File: config.mk
export PLATFORM = sky130hd
export DESIGN_NAME = morse_rx_decoder
export DESIGN_NICKNAME = d
export VERILOG_FILES = /design/src/rtl/morse_rx_decoder.sv
export SDC_FILE = /design/constraint.sdc
export NUM_CORES = 1
export LEC_CHECK = 0
export BUFFER_PORTS_ARGS = -buffer_cell sky130_fd_sc_hd__buf_2
export CAP_MARGIN = 10
export CELL_PAD_IN_SITES_DETAIL_PLACEMENT = 0
export CELL_PAD_IN_SITES_GLOBAL_PLACEMENT = 2
export CORE_MARGIN = 3
export CORE_UTILIZATION = 34
export CTS_CLUSTER_DIAMETER = 50
export DETAILED_ROUTE_END_ITERATION = 16
export GPL_TIMING_DRIVEN = 0
export PLACE_DENSITY_LB_ADDON = 0.1
export SLEW_MARGIN = 20
export SYNTH_ARGS = -nofsm -noshare
export SYNTH_HDL_FRONTEND = slang
export SYNTH_SLANG_ARGS = --single-unit
File: constraint.sdc
create_clock -name iCLK -period 2.2 [get_ports iCLK]
set_input_delay 0.11 -clock iCLK [delete_from_list [all_inputs] [get_ports iCLK]]
set_output_delay 0.11 -clock iCLK [all_outputs]
set_load 0.02 [all_outputs]
File: src/rtl/morse_rx_decoder.sv
// morse_rx_decoder: Morse receiver. Synchronizes a keyed on/off line and times marks and
// spaces in whole units. Each mark is classified as a dot or a dash. One ASCII character
// is emitted per letter, and one pulse is emitted per word gap.
// Optional feature macro: SOS_DETECT_EN (adds an S,O,S detector that pulses oSOS).
module morse_rx_decoder #(
    parameter int CLK_PER_UNIT = 12500000
) (
    input  logic       iCLK,
    input  logic       iRST_N,
    input  logic       iKEY,
    output logic [7:0] oCHAR,
    output logic       oVALID,
    output logic       oWORD,
    output logic       oSOS
);

    localparam int PW = (CLK_PER_UNIT > 1) ? $clog2(CLK_PER_UNIT) : 1;

    typedef enum logic [1:0] {IDLE, MARK, GAP, WGAP} state_t;

    logic          keyMeta_q, keySync_q;
    logic          keyEdge, keyRise, keyFall;
    logic [PW-1:0] presc_q, presc_d;
    logic [2:0]    units_q, units_d, unitsInc, markUnits;
    logic          unitWrap, isDash;
    logic          emitChar, emitWord;
    state_t        state_q;
    logic [4:0]    bits_q;
    logic [2:0]    len_q;
    logic          ovf_q;
    logic [7:0]    char_q, charLookup;
    logic          valid_q, word_q;

    // Pattern to ASCII: the last len symbols of bits (dash = 1, first symbol most significant)
    function automatic logic [7:0] lookupChar(input logic [2:0] len, input logic [4:0] bits);
        logic [7:0] c;
        case ({len, bits})
            {3'd1, 5'b00000}: c = 8'h45; {3'd1, 5'b00001}: c = 8'h54;
            {3'd2, 5'b00000}: c = 8'h49; {3'd2, 5'b00001}: c = 8'h41;
            {3'd2, 5'b00010}: c = 8'h4E; {3'd2, 5'b00011}: c = 8'h4D;
            {3'd3, 5'b00000}: c = 8'h53; {3'd3, 5'b00001}: c = 8'h55;
            {3'd3, 5'b00010}: c = 8'h52; {3'd3, 5'b00011}: c = 8'h57;
            {3'd3, 5'b00100}: c = 8'h44; {3'd3, 5'b00101}: c = 8'h4B;
            {3'd3, 5'b00110}: c = 8'h47; {3'd3, 5'b00111}: c = 8'h4F;
            {3'd4, 5'b00000}: c = 8'h48; {3'd4, 5'b00001}: c = 8'h56;
            {3'd4, 5'b00010}: c = 8'h46; {3'd4, 5'b00100}: c = 8'h4C;
            {3'd4, 5'b00110}: c = 8'h50; {3'd4, 5'b00111}: c = 8'h4A;
            {3'd4, 5'b01000}: c = 8'h42; {3'd4, 5'b01001}: c = 8'h58;
            {3'd4, 5'b01010}: c = 8'h43; {3'd4, 5'b01011}: c = 8'h59;
            {3'd4, 5'b01100}: c = 8'h5A; {3'd4, 5'b01101}: c = 8'h51;
            {3'd5, 5'b01111}: c = 8'h31; {3'd5, 5'b00111}: c = 8'h32;
            {3'd5, 5'b00011}: c = 8'h33; {3'd5, 5'b00001}: c = 8'h34;
            {3'd5, 5'b00000}: c = 8'h35; {3'd5, 5'b10000}: c = 8'h36;
            {3'd5, 5'b11000}: c = 8'h37; {3'd5, 5'b11100}: c = 8'h38;
            {3'd5, 5'b11110}: c = 8'h39; {3'd5, 5'b11111}: c = 8'h30;
            default:          c = 8'h3F;
        endcase
        return c;
    endfunction

    // An edge is seen while the synchronized value is about to change, so the counters
    // clear in the same cycle that kS takes its new level
    assign keyEdge  = keyMeta_q ^ keySync_q;
    assign keyRise  = keyEdge & keyMeta_q;
    assign keyFall  = keyEdge & ~keyMeta_q;
    assign unitWrap = (presc_q == PW'(CLK_PER_UNIT - 1));
    assign unitsInc = (units_q == 3'd7) ? units_q : units_q + 3'd1;

    // A mark that ends exactly on a unit boundary gets credit for that final unit
    assign markUnits  = unitWrap ? unitsInc : units_q;
    assign isDash     = (markUnits >= 3'd2);
    assign emitChar   = (state_q == GAP)  && !keyRise && unitWrap && (units_q == 3'd1);
    assign emitWord   = (state_q == WGAP) && !keyRise && unitWrap && (units_q == 3'd4);
    assign charLookup = ovf_q ? 8'h3F : lookupChar(len_q, bits_q);

    // Two-flop synchronizer for the asynchronous key line
    always_ff @(posedge iCLK or negedge iRST_N) begin
        if (!iRST_N) begin
            keyMeta_q <= 1'b0;
            keySync_q <= 1'b0;
        end else begin
            keyMeta_q <= iKEY;
            keySync_q <= keyMeta_q;
        end
    end

    // Next-state prescaler and unit counter; a key edge wins over a simultaneous wrap
    always_comb begin
        presc_d = presc_q + PW'(1);
        units_d = units_q;
        if (keyEdge) begin
            presc_d = '0;
            units_d = '0;
        end else if (unitWrap) begin
            presc_d = '0;
            units_d = unitsInc;
        end
    end

    // Prescaler and saturating unit counter registers
    always_ff @(posedge iCLK or negedge iRST_N) begin
        if (!iRST_N) begin
            presc_q <= '0;
            units_q <= '0;
        end else begin
            presc_q <= presc_d;
            units_q <= units_d;
        end
    end

    // Letter FSM with symbol buffer and registered character/word outputs
    always_ff @(posedge iCLK or negedge iRST_N) begin
        if (!iRST_N) begin
            state_q <= IDLE;
            bits_q  <= '0;
            len_q   <= '0;
            ovf_q   <= 1'b0;
            char_q  <= 8'h00;
            valid_q <= 1'b0;
            word_q  <= 1'b0;
        end else begin
            valid_q <= 1'b0;
            word_q  <= 1'b0;
            case (state_q)
                IDLE: begin
                    if (keyRise) state_q <= MARK;
                end
                MARK: begin
                    if (keyFall) begin
                        if (len_q == 3'd5) begin
                            ovf_q <= 1'b1;
                        end else begin
                            bits_q <= {bits_q[3:0], isDash};
                            len_q  <= len_q + 3'd1;
                        end
                        state_q <= GAP;
                    end
                end
                GAP: begin
                    if (keyRise) begin
                        state_q <= MARK;
                    end else if (emitChar) begin
                        valid_q <= 1'b1;
                        char_q  <= charLookup;
                        bits_q  <= '0;
                        len_q   <= '0;
                        ovf_q   <= 1'b0;
                        state_q <= WGAP;
                    end
                end
                WGAP: begin
                    if (keyRise) begin
                        state_q <= MARK;
                    end else if (emitWord) begin
                        word_q  <= 1'b1;
                        state_q <= IDLE;
                    end
                end
                default: state_q <= IDLE;
            endcase
        end
    end

    assign oCHAR  = char_q;
    assign oVALID = valid_q;
    assign oWORD  = word_q;

`ifdef SOS_DETECT_EN
    logic [7:0] histOld_q, histNew_q;
    logic       sos_q;

    // Two-character history within the current word; pulses when S follows "SO"
    always_ff @(posedge iCLK or negedge iRST_N) begin
        if (!iRST_N) begin
            histOld_q <= 8'h00;
            histNew_q <= 8'h00;
            sos_q     <= 1'b0;
        end else begin
            sos_q <= 1'b0;
            if (emitWord) begin
                histOld_q <= 8'h00;
                histNew_q <= 8'h00;
            end else if (emitChar) begin
                sos_q     <= (charLookup == 8'h53) && (histOld_q == 8'h53) && (histNew_q == 8'h4F);
                histOld_q <= histNew_q;
                histNew_q <= charLookup;
            end
        end
    end

    assign oSOS = sos_q;
`else
    assign oSOS = 1'b0;
`endif

endmodule

## After elaboration in Yosys (flattened, before gate mapping)

Cells that the tools add are included.

- Flip-flop bits (word level): 50
- Bits of input ports: 3
- Output and inout bits: 11
- Logic and storage cells: 120

- Add/subtract/negate cells: 3
- Magnitude comparators: 1
- Equal/unequal tests: 52
- Muxes and demuxes: 35
- Bitwise logic cells: 5
- Reduce and logical (&&, ||, !) cells: 13

Operator list:

| operator | count |
|---|---|
| 7-bit one-hot mux with 36 select lines | 1 |
| 8-bit equality test (second input constant) | 22 |
| 8-bit by 7-bit equality test with 1-bit output (second input constant) | 12 |
| 24-bit 2-to-1 mux | 2 |
| 24-bit by 1-bit adder with 24-bit output (second input constant) | 1 |
| 24-bit equality test (second input constant) | 1 |
| 3-bit 2-to-1 mux | 7 |
| 5-bit 2-to-1 mux | 4 |
| 8-bit by 6-bit equality test with 1-bit output (second input constant) | 2 |
| 2-bit 2-to-1 mux | 6 |
| 2-bit inequality test (second input constant) | 6 |
| 1-bit 2-to-1 mux | 10 |
| 5-bit one-hot mux with 2 select lines | 1 |
| 5-bit AND reduction | 2 |
| 3-bit equality test (second input constant) | 3 |
| 8-bit 2-to-1 mux | 1 |
| 2-bit one-hot mux with 4 select lines | 1 |
| 3-bit by 1-bit adder with 3-bit output (second input constant) | 2 |
| 1-bit logical AND | 6 |
| 3-bit inequality test (second input constant) | 2 |
| 3-bit one-hot mux with 2 select lines | 1 |
| 2-bit equality test (second input constant) | 2 |
| 4-bit AND reduction | 1 |
| 3-bit by 1-bit equality test with 1-bit output (second input constant) | 1 |
| 10 further kinds | 12 |

## Logic depth before layout (Yosys ltp)

Gate-level depths: netlist of run 1.

- Depth in word-level cells: 9
- Mapped depth: 8
- Gate-level depth less buffers: 8

## Least setup slack after synthesis of run 1

Ideal clock, no wire load.

- Path type: register -> register
- From: register presc_q[9]
- To: register char_q[2] (netlist: oCHAR[2])
- Setup time: 0.127 ns
- Arrival: 2.088 ns
- Data required time: 2.073 ns
- Path slack: -0.016 ns
- Cell stages (with the launch flop): 7
- Buffers on the path: 0
- Period minus slack after synthesis: 2.216 ns
- Path through: dfrtp_1 or4b_1 nor3_2 nand4_2 or4_4 nor4b_4 a21oi_1

- Longest elaborated chain between the ends: 4

Ends and longest elaborated chain:

| what | line | RTL |
|---|---|---|
| start, declared | 23 | `logic [PW-1:0] presc_q, presc_d;` |
| start signal, assigned | 106 | `presc_q <= presc_d;` |
| 24-bit equality test | 66 | `assign unitWrap = (presc_q == PW'(CLK_PER_UNIT - 1));` |
| 1-bit logical AND (2 in series) | 72 | `assign emitChar = (state_q == GAP) && !keyRise && unitWrap && (units_q == 3'd1);` |
| 3-bit AND reduction (no line) | -- |  |
| end signal, assigned | 144 | `char_q <= charLookup;` |
| end, declared | 31 | `logic [7:0] char_q, charLookup;` |

No other way between the ends.
A chain may end at the register's enable or synchronous reset.

## Final worst setup path of run 1

- From: register presc_q[8]
- To: register char_q[2] (netlist: oCHAR[2])

The elaborated chain is that of the path after synthesis.

==> results of run 1 <==
==> what timing repair did <==
item	in CTS	in global routing
endpoints found under the hold margin	50	0
pin swaps	3	0
resized for setup	23	13
setup buffers	5	1
hold buffers	2	0
endpoints found under the setup margin	37	22
==> cell type report <==
class / count / area [um2]
Tap cell: 105 / 131
Buffer: 24 / 118
Multi-Input combinational cell: 278 / 1750
Clock inverter: 1 / 7.51
Timing Repair Buffer: 19 / 126
Clock buffer: 7 / 76.3
Fill cell: 844 / 4980
Sequential cell: 49 / 1230
Inverter: 12 / 45.0
==> critical path, delay by kind of cell (launching register included) <==
kind | cells | cell delay [ns]
compound gates | 1 | 0.12
simple gates | 5 | 1.69
flops | 1 | 0.39
==> through the flow <==
step | util | setup slack [ns] | area, um2
detailed placement | 0.383 | -0.450 | 3240
floorplan | - | 0.0851 | 3050
global placement | 0.383 | -0.526 | 3240
global route | 0.411 | -0.225 | 3480
finish | 0.411 | -0.139 | 3480
CTS | 0.408 | -0.108 | 3450
==> kinds of logic (layout without fill, tap and decap cells) <==
group,Yosys count,in the layout
and+or+nand+nor,181,181
xor gates and xnor gates,21,21
adders and majority gates,8,8
AOI/OAI and AO/OA,61,61
muxes,5,5
DFF,49,49
buffers and inverters,36,63
other,1,2
==> per-layer routing <==
layer  global-route usage  routed length (um)  share of wire
met1                0.245                4060           0.51
met2                0.250                3470           0.44
met3               0.0242                 316          0.040
met4               0.0528                 108          0.014
met5                    0                   0              0
==> sequential cells by signal, indices dropped and copies added, names as in the netlist <==
signal     flops
presc_q       24
oVALID         1
ovf_q          1
keyMeta_q      1
oCHAR          7
keySync_q      1
state_q        2
oWORD          1
bits_q         5
len_q          3
units_q        3
==> cell usage after synthesis, types with 2 or more instances <==
cell type   n  area share
o211ai_1    3      0.0074
a22oi_1     3      0.0074
nor2b_1     8       0.016
xnor2_1     6       0.017
nand2b_1    4      0.0082
inv_1      12       0.015
buf_1       2      0.0025
nor2_1     53       0.065
xor2_1     15       0.043
nand2_1    33       0.041
nand4b_1    2      0.0057
clkbuf_1   20       0.025
o31ai_1     3      0.0074
ha_1        8       0.033
mux2i_1     4       0.013
nor3_1      8       0.013
nand4_1    12       0.025
a21oi_1    23       0.038
and2_1      4      0.0082
or3_1       2      0.0041
a32oi_1     3      0.0086
and3_1      6       0.012
a31oi_1     4      0.0082
nand3_1    22       0.036
o21ai_0    14       0.023
nor3_2      2      0.0066
dfrtp_1    49        0.40
nor3b_1     2      0.0049
nor4_1      3      0.0062
and4_1      4       0.011
buf_4       2      0.0049
nor4b_1     4       0.011
==> power by group <==
group | total (mW) | leakage, nW | internal [mW] | switching, mW
clock network | 0.533 | 0.0385 | 0.226 | 0.307
logic | 0.855 | 0.821 | 0.315 | 0.540
registers | 1.02 | 0.669 | 0.954 | 0.0631
==> worst max path at each step <==
stage | startpoint | end | slack (ns) | depth (start not counted)
finish | presc_q[8] | oCHAR[2] | -0.14 | 6
global route | presc_q[8] | oCHAR[1] | -0.23 | 6
CTS | presc_q[8] | oCHAR[2] | -0.11 | 6
detailed placement | presc_q[0] | oCHAR[2] | -0.45 | 7
global placement | bits_q[4] | oCHAR[2] | -0.53 | 7
floorplan | presc_q[9] | oCHAR[2] | 0.09 | 6
==> flow_summary.yaml, run 1 <==
setup_path:
  path_cells: "or4b_4, nor3_4, nand4_4, or4_4, nor4b_4, a21oi_1"
  reg2regPathDepth: 6
  required_ns: 2.38
  crit_type: "flip-flop to flip-flop"
  cpPeakStageDelay_ns: 0.55
  end_kind: "flip-flop"
  r2r_start: "presc_q[8]"
  critPathSlowestCell: "or4b_4"
  regToRegEndpoint: "oCHAR[2]"
  r2r_setup_slack_ns: -0.14
  path_max_fanout: 4
  crit_arrival_ns: 2.52
  critPathLaunchType: "flip-flop"
synth:
  synth_top_family_by_area: "simple AND/OR/NAND/NOR gates"
  yosysSeqAreaShare: 0.402
  synth_xor_area_frac: 0.0603
  syn_area_um2: 3050
  synth_edf_count: 0
  synth_compound_area_frac: 0.121
  ys_async_sr_fraction: 1.00
  synth_top_flop_cell: "dfrtp_1"
  yosysUniqueCellTypes: 54
  synthSimpleGateAreaFrac: 0.319
  synth.mux.area_fraction: 0.0168
  synth_fa_ha_area_frac: 0.0328
  ys_ff_latch: 49
  yosysWarnings: 0
  synth.avg_cell_area_um2: 8.42
  netlist_instances: 362
cts:
  path_clk_slew_ns: 0.10
  cts_sinks: 49
  cts_buffers: 5
  h-tree-depth: 2
  cts_tree: "yes"
  clock_latency_ns: 0.31
  cts_root_buffer: "clkbuf_8"
  clockBufferDepth: 2
die:
  coreArea_um2: 8460
  die_h_um: 101
  io_pins: 14
  start_util: 0.360
  die_area_um2: 10100
  rows: 33
  die_w_um: 101
final_layout:
  mostFrequentLayoutCell: "nor2_1"
  antenna_cells: 0
  nNetsFinal: 400
  syn2layout_area_growth_pct: 14.2
  final_cell_mix: "nor2_1, dfrtp_1, nand2_1"
  drive_gt1_frac: 0.151
  stdcell_count: 495
sta:
  tightest_slew_ns: 0.632
  fin_crit_ns: 2.34
  worst_slack_ns: -0.139
  whs_ns: 0.363
  maxSlewHeadroom: 0.579
  max_clock_freq_mhz: 428
  rsz0062_at_grt: "yes"
  setup_viol: 2
  slew_viol_final: 0
  tns_ns: -0.272
  finalCritPeriodShare: 1.06
  skew_ns: 0.0162
  hold_viol_final: 0
global_routing:
  grt_pass1_vias: 2643
  grt_pass1_wl_um: 13400
  grt_max_degree: 50
  grt_use_total: 0.166
  antenna_found_initial: 0
  gr-total-overflow: 0
placement:
  place_congestion: 0.852
  dp.cells: 479
  io_buffers: 11
  hpwlAfterDp_um: 5780
pwr:
  p_total_mw: 2.41
  leakage_nw: 1.53
  power_density_nw_per_um2: 691
  ir_drop_mv: 0.355
detailed_routing:
  ant_nets: 0
  avgRoutedWirePerCell_um: 16.1
  drc_errors: 0
  dr_total_vias: 2657
  drt_iter0_drc: 151
  drt-pass1-iter-count: 4
  wl_um: 7960
  viasPerCell: 5.37
run_status:
  run_status: "complete, but fails checks"
  violations: "setup timing"
min_path:
  hp-class: "input pin to async pin"
run:
  max-cap-violations: 0
No activity file was read; power rests on OpenSTA's default activity.
==> run 2: changes to the inputs <==
==> constraint.sdc (replaced) <==
create_clock -name iCLK -period 2 [get_ports iCLK]
set_input_delay 0.1 -clock iCLK [delete_from_list [all_inputs] [get_ports iCLK]]
set_output_delay 0.1 -clock iCLK [all_outputs]
set_load 0.02 [all_outputs]
==> flow_summary.yaml, run 2 (synthesis gave the netlist of run 1 again) <==
run_status:
  run_status: "complete, but fails checks"
  violations: "setup timing"
setup_path:
  critPathLaunchType: "flip-flop"
  required_ns: 2.19
  r2r_setup_slack_ns: -0.25
  path_cells: "or4b_4, nor3_4, nand4_4, or4_4, nor4b_4, a21oi_1"
  path_max_fanout: 4
  crit_type: "flip-flop to flip-flop"
  end_kind: "flip-flop"
  crit_buf_inv: 0
  crit_arrival_ns: 2.44
  cpPeakStageDelay_ns: 0.55
  r2r_start: "presc_q[8]"
  cp-startpoint: "presc_q[8]"
  critPathSlowestCell: "or4b_4"
  cp_top_family: "simple AND/OR/NAND/NOR gates"
  reg2regPathDepth: 6
  regToRegEndpoint: "oCHAR[2]"
detailed_routing:
  viasPerCell: 5.50
  drt_iter0_drc: 245
  ant_nets: 0
  avgRoutedWirePerCell_um: 16.4
  drc_errors: 0
  wl_um: 8230
  drt-pass1-iter-count: 5
  dr_total_vias: 2753
placement:
  io_buffers: 11
  dpl_cell_area_um2: 3240
  place_ws_ns: -0.608
  hpwlAfterDp_um: 5710
  place_congestion: 0.847
run:
  max-cap-violations: 0
die:
  rows: 33
  die_w_um: 101
  coreArea_um2: 8460
  die_h_um: 101
  io_pins: 14
  start_util: 0.360
  die_area_um2: 10100
global_routing:
  grt_pass1_wl_um: 13800
  grt_pass1_vias: 2676
  grt_use_total: 0.170
  gr-total-overflow: 0
  grt_max_degree: 50
  antenna_found_initial: 0
cts:
  clock_latency_ns: 0.31
  path_clk_slew_ns: 0.10
  clockBufferDepth: 2
  cts_tree: "yes"
  h-tree-depth: 2
  cts_buffers: 5
  cts_root_buffer: "clkbuf_8"
  cts_sinks: 49
pwr:
  seq_power_share: 0.395
  clockPowerShare: 0.250
  ir_drop_mv: 0.289
  internal_power_mw: 1.82
  power.share.switching: 0.368
  leakage_nw: 1.64
  power_density_nw_per_um2: 781
  p_total_mw: 2.88
  p_switching_mw: 1.06
  p_comb_frac: 0.355
sta:
  fin_crit_ns: 2.25
  tns_ns: -1.90
  whs_ns: 0.339
  setup_viol: 15
  worst_slack_ns: -0.254
  slew_viol_final: 0
  hold_viol_final: 0
  finalCritPeriodShare: 1.13
  max_clock_freq_mhz: 444
  skew_ns: 0.0118
  maxSlewHeadroom: 0.560
  tightest_slew_ns: 0.661
  rsz0062_at_grt: "yes"
final_layout:
  design_area_um2: 3680
  final_cell_mix: "nor2_1, dfrtp_1, nand2_1"
  largest_reg_flops: 24
  nNetsFinal: 406
  drive_gt1_frac: 0.202
  mostFrequentLayoutCell: "nor2_1"
  antenna_cells: 0
  top_register: "presc_q"
  syn2layout_area_growth_pct: 20.9
min_path:
  hp-class: "input pin to async pin"
## run 2: changes by cell type in the layout (fill, tap and decap cells not counted), sizes merged
cell      before  now
clkinvlp       1    0
clkbuf        26   22
bufinv         0    1
buf           22   31
clkinv         0    1
## run 2: cell type report
class | instances | area [um2]
buffer | 23 | 134
clock buffer | 6 | 72.6
clock inverter | 2 | 38.8
fill | 848 | 4780
inverter | 12 | 45.0
multi-input combinational | 278 | 1840
sequential | 49 | 1230
tap | 105 | 131
timing repair buffer | 26 | 194
## run 2: metal layers
| layer | track usage | wire length (um) |
|---|---|---|
| met2 | 0.253 | 3760 |
| met1 | 0.256 | 4020 |
| met5 | 0 | 0 |
| met3 | 0.0291 | 367 |
| met4 | 0.0435 | 82 |
## run 2: worst max-delay path by stage
stage                     to  cells after the start  slack, ns
floorplan           oCHAR[2]                      6      -0.11
global placement    oCHAR[2]                      7      -0.66
detailed placement  oCHAR[0]                      7      -0.61
CTS                 oCHAR[2]                      6      -0.33
global route        oCHAR[2]                      6      -0.38
finish              oCHAR[2]                      6      -0.25
## run 2: power groups by stage
| stage | Sequential, mW | Combinational, mW | Clock (mW) |
|---|---|---|---|
| floorplan | 1.12 | 0.645 | 0 |
| global placement | 1.14 | 0.916 | 0 |
| detailed placement | 1.14 | 0.895 | 0 |
| CTS | 1.12 | 0.960 | 0.753 |
| global route | 1.15 | 1.11 | 0.796 |
| finish | 1.14 | 1.02 | 0.718 |
## run 2: per-stage QoR
stage                     utilization  std cells
after floorplan                     -        363
after CTS                       0.422        496
after global routing            0.435        501
after global placement          0.383        479
final                           0.435        501
after detailed placement        0.383        479
## run 2: what timing repair did
action	CTS	global route
hold buffers	2	0
setup endpoints to repair	41	44
gates resized for setup	46	26
endpoints found under the hold margin	50	0
setup buffers	6	6
gates cloned	1	0
pin swaps	5	3
